$ cat src/rtl/prio_pkg.sv
// Shared types for the priority decoder: code/one-hot types, FSM states,
// and the code-to-one-hot decode used by the datapath.
package prio_pkg;

  typedef logic [1:0] code_t;
  typedef logic [3:0] onehot_t;

  typedef enum logic [1:0] {
    IDLE  = 2'd0,
    DRIVE = 2'd1,
    GAP   = 2'd2
  } state_t;

  localparam onehot_t OH_C0 = 4'b1000;
  localparam onehot_t OH_C1 = 4'b0100;
  localparam onehot_t OH_C2 = 4'b0010;
  localparam onehot_t OH_C3 = 4'b0001;

  // Code 0 is the highest priority and maps to the MSB, so a
  // highest-bit-first priority encoder returns the original code.
  function automatic onehot_t decode(code_t c);
    onehot_t oh;
    oh = '0;
    unique case (1'b1)
      (c == 2'd0): oh = OH_C0;
      (c == 2'd1): oh = OH_C1;
      (c == 2'd2): oh = OH_C2;
      (c == 2'd3): oh = OH_C3;
      default:     oh = '0;
    endcase
    return oh;
  endfunction

endpackage

$ cat src/rtl/prio_dec_cnt.sv
// 4-bit load/decrement counter that saturates at zero.
// Ports: clk, rst, load, load_val[3:0], dec, zero.
module prio_dec_cnt (
  input  logic       clk,
  input  logic       rst,
  input  logic       load,
  input  logic [3:0] load_val,
  input  logic       dec,
  output logic       zero
);

  logic [3:0] cnt;

  always_ff @(posedge clk or posedge rst) begin
    if (rst) begin
      cnt <= 4'd0;
    end else if (load) begin
      cnt <= load_val;
    end else if (dec && (cnt != 4'd0)) begin
      cnt <= cnt - 4'd1;
    end
  end

  assign zero = (cnt == 4'd0);

endmodule

$ cat src/rtl/priority_dec.sv
// Decodes an accepted 2-bit code into a one-hot word held for HOLD cycles,
// followed by GAP idle cycles. Ports: clk, rst, code, in_valid, in_ready,
// onehot, out_valid, busy; with PRIO_DEC_PARITY_EN also in_par, par_err.
module priority_dec #(
  parameter int HOLD = 2,
  parameter int GAP  = 1
) (
  input  logic       clk,
  input  logic       rst,
  input  logic [1:0] code,
  input  logic       in_valid,
  output logic       in_ready,
  output logic [3:0] onehot,
  output logic       out_valid,
`ifdef PRIO_DEC_PARITY_EN
  input  logic       in_par,
  output logic       par_err,
`endif
  output logic       busy
);
  import prio_pkg::*;

  localparam logic [3:0] HOLD_LD = 4'(HOLD - 1);
  localparam logic [3:0] GAP_LD  = 4'((GAP > 0) ? GAP - 1 : 0);
  localparam logic       HAS_GAP = (GAP > 0);

  state_t  state;
  state_t  state_nx;
  onehot_t oh_q;
  logic    accept;
  logic    bad;
  logic    take;
  logic    zero;
  logic    cnt_ld;
  logic    [3:0] cnt_val;
  logic    cnt_dec;

  assign accept = in_valid && in_ready;

`ifdef PRIO_DEC_PARITY_EN
  assign bad = (in_par != ^code);
`else
  assign bad = 1'b0;
`endif

  // A parity-failed accept is consumed but never starts a window.
  assign take = accept && !bad;

  always_ff @(posedge clk or posedge rst) begin
    if (rst) begin
      state <= IDLE;
    end else begin
      state <= state_nx;
    end
  end

  always_comb begin
    state_nx = state;
    unique case (state)
      IDLE: begin
        if (take) begin
          state_nx = DRIVE;
        end
      end
      DRIVE: begin
        if (zero) begin
          state_nx = HAS_GAP ? prio_pkg::GAP : IDLE;
        end
      end
      prio_pkg::GAP: begin
        if (zero) begin
          state_nx = IDLE;
        end
      end
      default: state_nx = IDLE;
    endcase
  end

  always_comb begin
    in_ready  = (state == IDLE) && !rst;
    out_valid = (state == DRIVE);
    busy      = (state != IDLE);
    onehot    = out_valid ? oh_q : 4'b0000;
  end

  always_comb begin
    cnt_ld  = 1'b0;
    cnt_val = 4'd0;
    if (take) begin
      cnt_ld  = 1'b1;
      cnt_val = HOLD_LD;
    end else if ((state == DRIVE) && zero && HAS_GAP) begin
      cnt_ld  = 1'b1;
      cnt_val = GAP_LD;
    end
    cnt_dec = !cnt_ld && (state != IDLE);
  end

  prio_dec_cnt u_cnt (
    .clk      (clk),
    .rst      (rst),
    .load     (cnt_ld),
    .load_val (cnt_val),
    .dec      (cnt_dec),
    .zero     (zero)
  );

  always_ff @(posedge clk or posedge rst) begin
    if (rst) begin
      oh_q <= 4'b0000;
    end else if (take) begin
      oh_q <= decode(code);
    end
  end

`ifdef PRIO_DEC_PARITY_EN
  always_ff @(posedge clk or posedge rst) begin
    if (rst) begin
      par_err <= 1'b0;
    end else begin
      par_err <= accept && bad;
    end
  end
`endif

endmodule

$ cat config.mk
export PLATFORM = sky130hd
export DESIGN_NAME = priority_dec
export DESIGN_NICKNAME = d
export VERILOG_FILES = /design/src/rtl/prio_pkg.sv /design/src/rtl/prio_dec_cnt.sv /design/src/rtl/priority_dec.sv
export SDC_FILE = /design/constraint.sdc
export NUM_CORES = 1
export LEC_CHECK = 0
export ABC_CLOCK_PERIOD_IN_PS = 2100
export CORE_MARGIN = 2
export CORE_UTILIZATION = 40
export CTS_BUF_LIST = sky130_fd_sc_hd__clkbuf_8
export DETAILED_ROUTE_END_ITERATION = 10
export PLACE_DENSITY = 0.66
export SETUP_SLACK_MARGIN = 0.15
export SYNTH_ARGS = -nofsm -noshare
export SYNTH_HDL_FRONTEND = slang
export SYNTH_SLANG_ARGS = --single-unit
$ cat constraint.sdc
create_clock -name clk -period 2.1 [get_ports clk]
set_clock_uncertainty 0.15 [all_clocks]
set_input_delay 0.21 -clock clk [delete_from_list [all_inputs] [get_ports clk]]
set_output_delay 0.21 -clock clk [all_outputs]
set_load 0.05 [all_outputs]
Yosys cells after proc, flatten, opt, wreduce, memory -nomap -nowiden
Cells that the tools add are included.
{"block": "totals", "regBits": 10, "input_bits": 5, "out_inout_bits": 7, "wordCells": 37}
{"block": "classes", "addsub": 1, "n_eq_ne": 8, "n_mux": 11, "reduce_logical": 14}
{"cell": "one-hot mux 4 bit (4 select lines)", "n": 1}
{"cell": "2-to-1 mux 4 bit", "n": 3}
{"cell": "equality test 2 bit (second input constant)", "n": 3}
{"cell": "2-to-1 mux 2 bit", "n": 3}
{"cell": "one-hot mux 2 bit (3 select lines)", "n": 1}
{"cell": "logical AND 1 bit", "n": 5}
{"cell": "equality test 2 x 1 -> 1 bit (second input constant)", "n": 2}
{"cell": "zero test 2 bit", "n": 2}
{"cell": "zero test 4 bit", "n": 1}
{"cell": "inequality test 2 bit (second input constant)", "n": 2}
{"cell": "nonzero test 2 bit", "n": 2}
{"cell": "nonzero test 4 bit", "n": 1}
{"cell": "subtractor 4 x 1 -> 4 bit (second input constant)", "n": 1}
{"cell": "2-to-1 mux 1 bit", "n": 3}
{"cell": "AND reduction 3 bit", "n": 1}
{"cell": "zero test 1 bit", "n": 2}
{"cell": "inequality test 2 x 1 -> 1 bit (second input constant)", "n": 1}

Logic depth before layout (Yosys ltp)
{"block": "depth", "word_depth": 9, "ltp_mapped": 5, "ltp_nobuf": 5}

Cells and area by module
A second synthesis with hierarchy kept.
{"block": "unflattened", "cells_unflattened": 60, "area_unflattened_um2": 601.8}
{"mod": "priority_dec", "instances": 1, "cells_per_inst": 32, "area_per_inst_um2": 340.3, "seq_area_each_um2": 150.1}
{"mod": "prio_dec_cnt", "instances": 1, "cells_per_inst": 28, "area_per_inst_um2": 261.5, "seq_area_each_um2": 100.1}

Worst setup path after synthesis
OpenSTA, ideal clock, no wires.
{"block": "synth_timing", "kind": "reg2out", "from": "register state[0]", "to": "output port in_ready", "t_arrival_ns": 1.537, "required_ns": 1.740, "setup_slack_ns": 0.203, "stages_incl_launch_ff": 4, "path_cell_list": "dfrtp_1 > nor2_1 > inv_1 > nor2_1"}
{"block": "synth_via", "elab_chain_cells": 2}
{"item": "start: declaration", "line": "priority_dec.sv:27", "text": "state_t state;"}
{"item": "start signal: assignment", "line": "priority_dec.sv:53", "text": "state <= state_nx;"}
{"item": "zero test 2 bit", "line": "priority_dec.sv:80", "text": "in_ready = (state == IDLE) && !rst;"}
{"item": "logical AND 1 bit", "line": "priority_dec.sv:80"}
{"item": "end: declaration", "line": "priority_dec.sv:12", "text": "output logic in_ready,"}
Every way passes these cells.

Worst setup path after layout
{"block": "layout_timing", "from": "register u_cnt.cnt[0]", "to": "register u_cnt.cnt[1]"}
{"block": "layout_via", "elab_chain_cells": 8, "elab_cells_between_ends": 12, "cone_classes": "add/sub: 1; mux: 4; reduce/logical: 7"}
{"item": "start: declaration", "line": "prio_dec_cnt.sv:12", "text": "logic [3:0] cnt;"}
{"item": "start signal: assignment", "line": "prio_dec_cnt.sv:18", "text": "cnt <= load_val;"}
{"item": "start signal: assignment", "line": "prio_dec_cnt.sv:20", "text": "cnt <= cnt - 4'd1;"}
{"item": "zero test 4 bit", "line": "prio_dec_cnt.sv:24", "text": "assign zero = (cnt == 4'd0);"}
{"item": "logical AND 1 bit", "line": "priority_dec.sv:92", "text": "end else if ((state == DRIVE) && zero && HAS_GAP) begin"}
{"item": "2-to-1 mux 1 bit", "line": "priority_dec.sv:92"}
{"item": "2-to-1 mux 1 bit", "line": "priority_dec.sv:89", "text": "if (take) begin"}
{"item": "zero test 1 bit", "line": "priority_dec.sv:96", "text": "cnt_dec = !cnt_ld && (state != IDLE);"}
{"item": "logical AND 1 bit", "line": "priority_dec.sv:96"}
{"item": "logical AND 1 bit", "line": "prio_dec_cnt.sv:19", "text": "end else if (dec && (cnt != 4'd0)) begin"}
{"item": "nonzero test 2 bit (no line)"}
Parallel ways exist; a longest one is shown, timed or not. The select of a mux whose other input is x is not followed.
A chain may end at the register's enable or synchronous reset.

==> flow_summary.rst <==
.. list-table::
   :header-rows: 1

   * - Metric
     - Value
   * - YS warnings
     - 0
   * - Fraction of final layout cells with drive strength greater than 1
     - 21.4%
   * - Required time at the endpoint of the critical path
     - 2.13 ns
   * - Placement row count
     - 13
   * - Drt pass-1 iters
     - 4
   * - Syn Nets
     - 64
   * - Worst reg2reg path endpoint
     - u_cnt.cnt[1]
   * - Synth-to-layout area growth
     - 35.3%
   * - Post-detailed-route via-to-cell ratio
     - 5.22
   * - Internal power
     - 658 uW
   * - Commonest cells after routing, fill and taps aside
     - 10 x sky130_fd_sc_hd__dfrtp_1, 7 x sky130_fd_sc_hd__nand2_1, 5 x sky130_fd_sc_hd__inv_1
   * - Type of element launching the critical path
     - flop
   * - Share of synthesized registers carrying an async set or reset
     - 100%
   * - TritonCTS clock tree
     - yes
   * - Sequential-to-total area share from yosys stat
     - 46.2%
   * - Leading register cell type out of synthesis
     - sky130_fd_sc_hd__dfrtp_1
   * - Final-stage net count
     - 79
   * - Area of all sequential standard cells
     - 250 um^2
   * - Logic gate share of total power
     - 53.4%
   * - Number of pins exceeding their max-slew limit in the final report
     - 0
   * - Type of the worst min-delay path
     - in2async
   * - Initial cell density of the core
     - 42.2%
   * - Unique cell type count in the Yosys netlist
     - 24
   * - Count of mapped cells out of synthesis
     - 57
   * - Via count of the first global-routing pass
     - 396
   * - Minimum period implied by the final worst setup slack
     - 1.80 ns
   * - Maximum number of pins on one net before global-route repair
     - 14
   * - Max-Cap Viols
     - 0
   * - TritonCTS buffer count
     - 3
   * - Post-route design area
     - 733 um^2
   * - Cell area after synthesis
     - 542 um^2
   * - R2r worst-path depth
     - 5
   * - Data arrival time of the critical path
     - 1.83 ns
   * - Wire per inst
     - 12.4 um
   * - DIE AREA
     - 0.00166 mm^2
   * - Multi-input gate area
     - 262 um^2
   * - Largest fanout on the critical path
     - 4
   * - Count of final hold-check violations
     - 0
   * - Most common library cell in the layout ignoring fill and taps
     - sky130_fd_sc_hd__dfrtp_1
   * - Top-Level Pins
     - 12
   * - Seq cells post-synth
     - 10
   * - Mean area per synthesized cell
     - 9.50 um^2
   * - FILL cells
     - 107
   * - Antenna violations before repair
     - 0
   * - Post-CTS sizing
     - 0
   * - Maximum clock path buffer count
     - 2
   * - Switching power share of the total
     - 43.3%
   * - Overall via count from detail_route
     - 444
   * - Top cell type by total area after synthesis
     - sky130_fd_sc_hd__dfrtp_1
   * - Total negative setup slack
     - 0 ns
   * - DRT Wirelength
     - 1.06 mm
   * - Startpoint of the most critical setup path
     - u_cnt.cnt[0]
   * - Clock transition at the register clock pins on the worst setup and hold paths after CTS
     - 0.04 ns
   * - TritonCTS Sinks
     - 10
   * - Clk network pwr share
     - 17.1%
   * - CTS Root Buffer Type
     - sky130_fd_sc_hd__clkbuf_8
   * - Setup repair after global routing missed its margin
     - false
   * - Core area
     - 0.00128 mm^2
   * - Remaining antenna violation count
     - 0
   * - Hold bufs inserted after CTS
     - 0
   * - Net switching power figure
     - 502 uW
   * - Non-filler cells, final
     - 85
   * - Number of enable flip-flop cells after synthesis
     - 0
   * - Total leakage power
     - 0.344 nW
   * - Overall power
     - 1.16 mW
   * - Achievable Freq
     - 0.556 GHz
   * - Global routing usage summed across all routing layers
     - 15.9%
   * - Share of the cycle needed by the critical path after routing
     - 85.7%
   * - Count of H-tree levels built during CTS
     - 1
   * - Worst Path Class, Setup
     - reg2reg
   * - Diodes inserted
     - 0
   * - DRC marker count from the first detailed-route iteration
     - 7
   * - Launch point of the worst reg-to-reg path
     - u_cnt.cnt[0]
   * - First-pass GRT wire length
     - 1.64 mm
   * - Result of the run
     - complete, no violations
   * - Number of buffers inserted by port buffering
     - 11
   * - Overall overflow remaining after global route
     - 0
   * - Post-detailed-route DRC marker count
     - 0
   * - Worst ir drop on vdd
     - 0.791 mV
   * - R2R Setup Slk
     - 0.30 ns
   * - Y dimension of the die
     - 40.8 um
   * - Leading cell types by total area after synthesis
     - sky130_fd_sc_hd__dfrtp_1 46%, sky130_fd_sc_hd__nand2_1 4.8%, sky130_fd_sc_hd__and2_1 4.6%, sky130_fd_sc_hd__ha_1 4.6%, sky130_fd_sc_hd__inv_1 3.5%
   * - Cell area reported after detailed placement
     - 692 um^2
   * - Cell Pwr Density
     - 1580 mW/mm^2
   * - Slew Limit Headroom
     - 73.7%
   * - Skew-Pair Late Insertion Delay
     - 0.24 ns
   * - Die extent in x
     - 40.8 um
   * - Endpoint kind of the worst setup timing path
     - flop
   * - Placed insts
     - 82
   * - Routability-driven placement congestion ratio
     - 0.737
   * - Sequential group share of total power
     - 29.5%
   * - Total setup violations reported at the end of the flow
     - 0
   * - Measured slew at the worst slew-check pin
     - 0.394 ns
   * - Synth top area share
     - 46.2%
   * - Setup Buffers After CTS
     - 0
-- sequential cells by signal, indices dropped and copies added (netlist names) --
name / cells
state: 2
u_cnt.cnt: 4
oh_q: 4
-- per-layer routing --
metal	wire length, um	vias to the layer above	global-route usage [%]
met5	0	-	0
met4	25	0	10.0
met3	73	2	5.98
met2	507	15	23.8
met1	450	204	19.0
li1	-	223	-
-- cell families after synthesis --
group                    count (synthesis)  share of synthesized area, %
AO/OA/AOI/OAI                           14                          16.9
flip-flops                              10                          46.2
AND/OR/NAND/NOR                         25                          26.8
buffers and inverters                    6                          5.54
adder cells (fa/ha/maj)                  2                          4.62
-- through the flow --
stage          worst slack (ns)  util, %  hold slack (ns)
5_1_grt                   0.227     57.1            0.212
6_report                  0.300     57.1            0.168
4_1_cts                   0.300     57.1            0.181
3_5_place_dp              0.329     53.8            0.331
2_1_floorplan             0.203        -          -0.0998
3_3_place_gp              0.338     53.8            0.326
-- Yosys cell counts (2+ instances only) --
cell type,count
sky130_fd_sc_hd__inv_1,5
sky130_fd_sc_hd__nand2b_1,3
sky130_fd_sc_hd__o21ai_0,3
sky130_fd_sc_hd__or3b_2,2
sky130_fd_sc_hd__and2_1,4
sky130_fd_sc_hd__nor3_1,3
sky130_fd_sc_hd__dfrtp_1,10
sky130_fd_sc_hd__nor2_1,2
sky130_fd_sc_hd__o21ai_1,3
sky130_fd_sc_hd__nand2_1,7
sky130_fd_sc_hd__ha_1,2
-- power by group through the flow --
stage / sequential (mW) / combinational (mW) / clock, mW
5_1_grt: 0.357 / 0.675 / 0.211
6_report: 0.342 / 0.620 / 0.198
2_1_floorplan: 0.325 / 0.442 / 0
4_1_cts: 0.341 / 0.624 / 0.203
3_3_place_gp: 0.346 / 0.617 / 0
3_5_place_dp: 0.344 / 0.623 / 0
-- worst max path at each step --
stage / end / slack (ns) / cells after the start
2_1_floorplan: in_ready / 0.20 / 3
3_3_place_gp: u_cnt.cnt[1] / 0.34 / 3
3_5_place_dp: u_cnt.cnt[1] / 0.33 / 5
4_1_cts: onehot[0] / 0.30 / 4
5_1_grt: onehot[3] / 0.23 / 4
6_report: u_cnt.cnt[1] / 0.30 / 5
-- final cells by class --
type	count	area share [%]
clock buffers	3	5.63
flip-flops and latches	10	34.1
inverters	5	2.56
repair buffers	11	19.5
well taps	15	2.56
multi-input cells	41	35.7
-- critical path, stage by stage, from the launching register on --
cell and delay, ns:
sky130_fd_sc_hd__dfrtp_1 0.41, sky130_fd_sc_hd__inv_1 0.10, sky130_fd_sc_hd__ha_1 0.18, sky130_fd_sc_hd__or3b_2 0.50, sky130_fd_sc_hd__a21oi_1 0.22, sky130_fd_sc_hd__a31o_2 0.17
(Power assumes the default switching activity.)
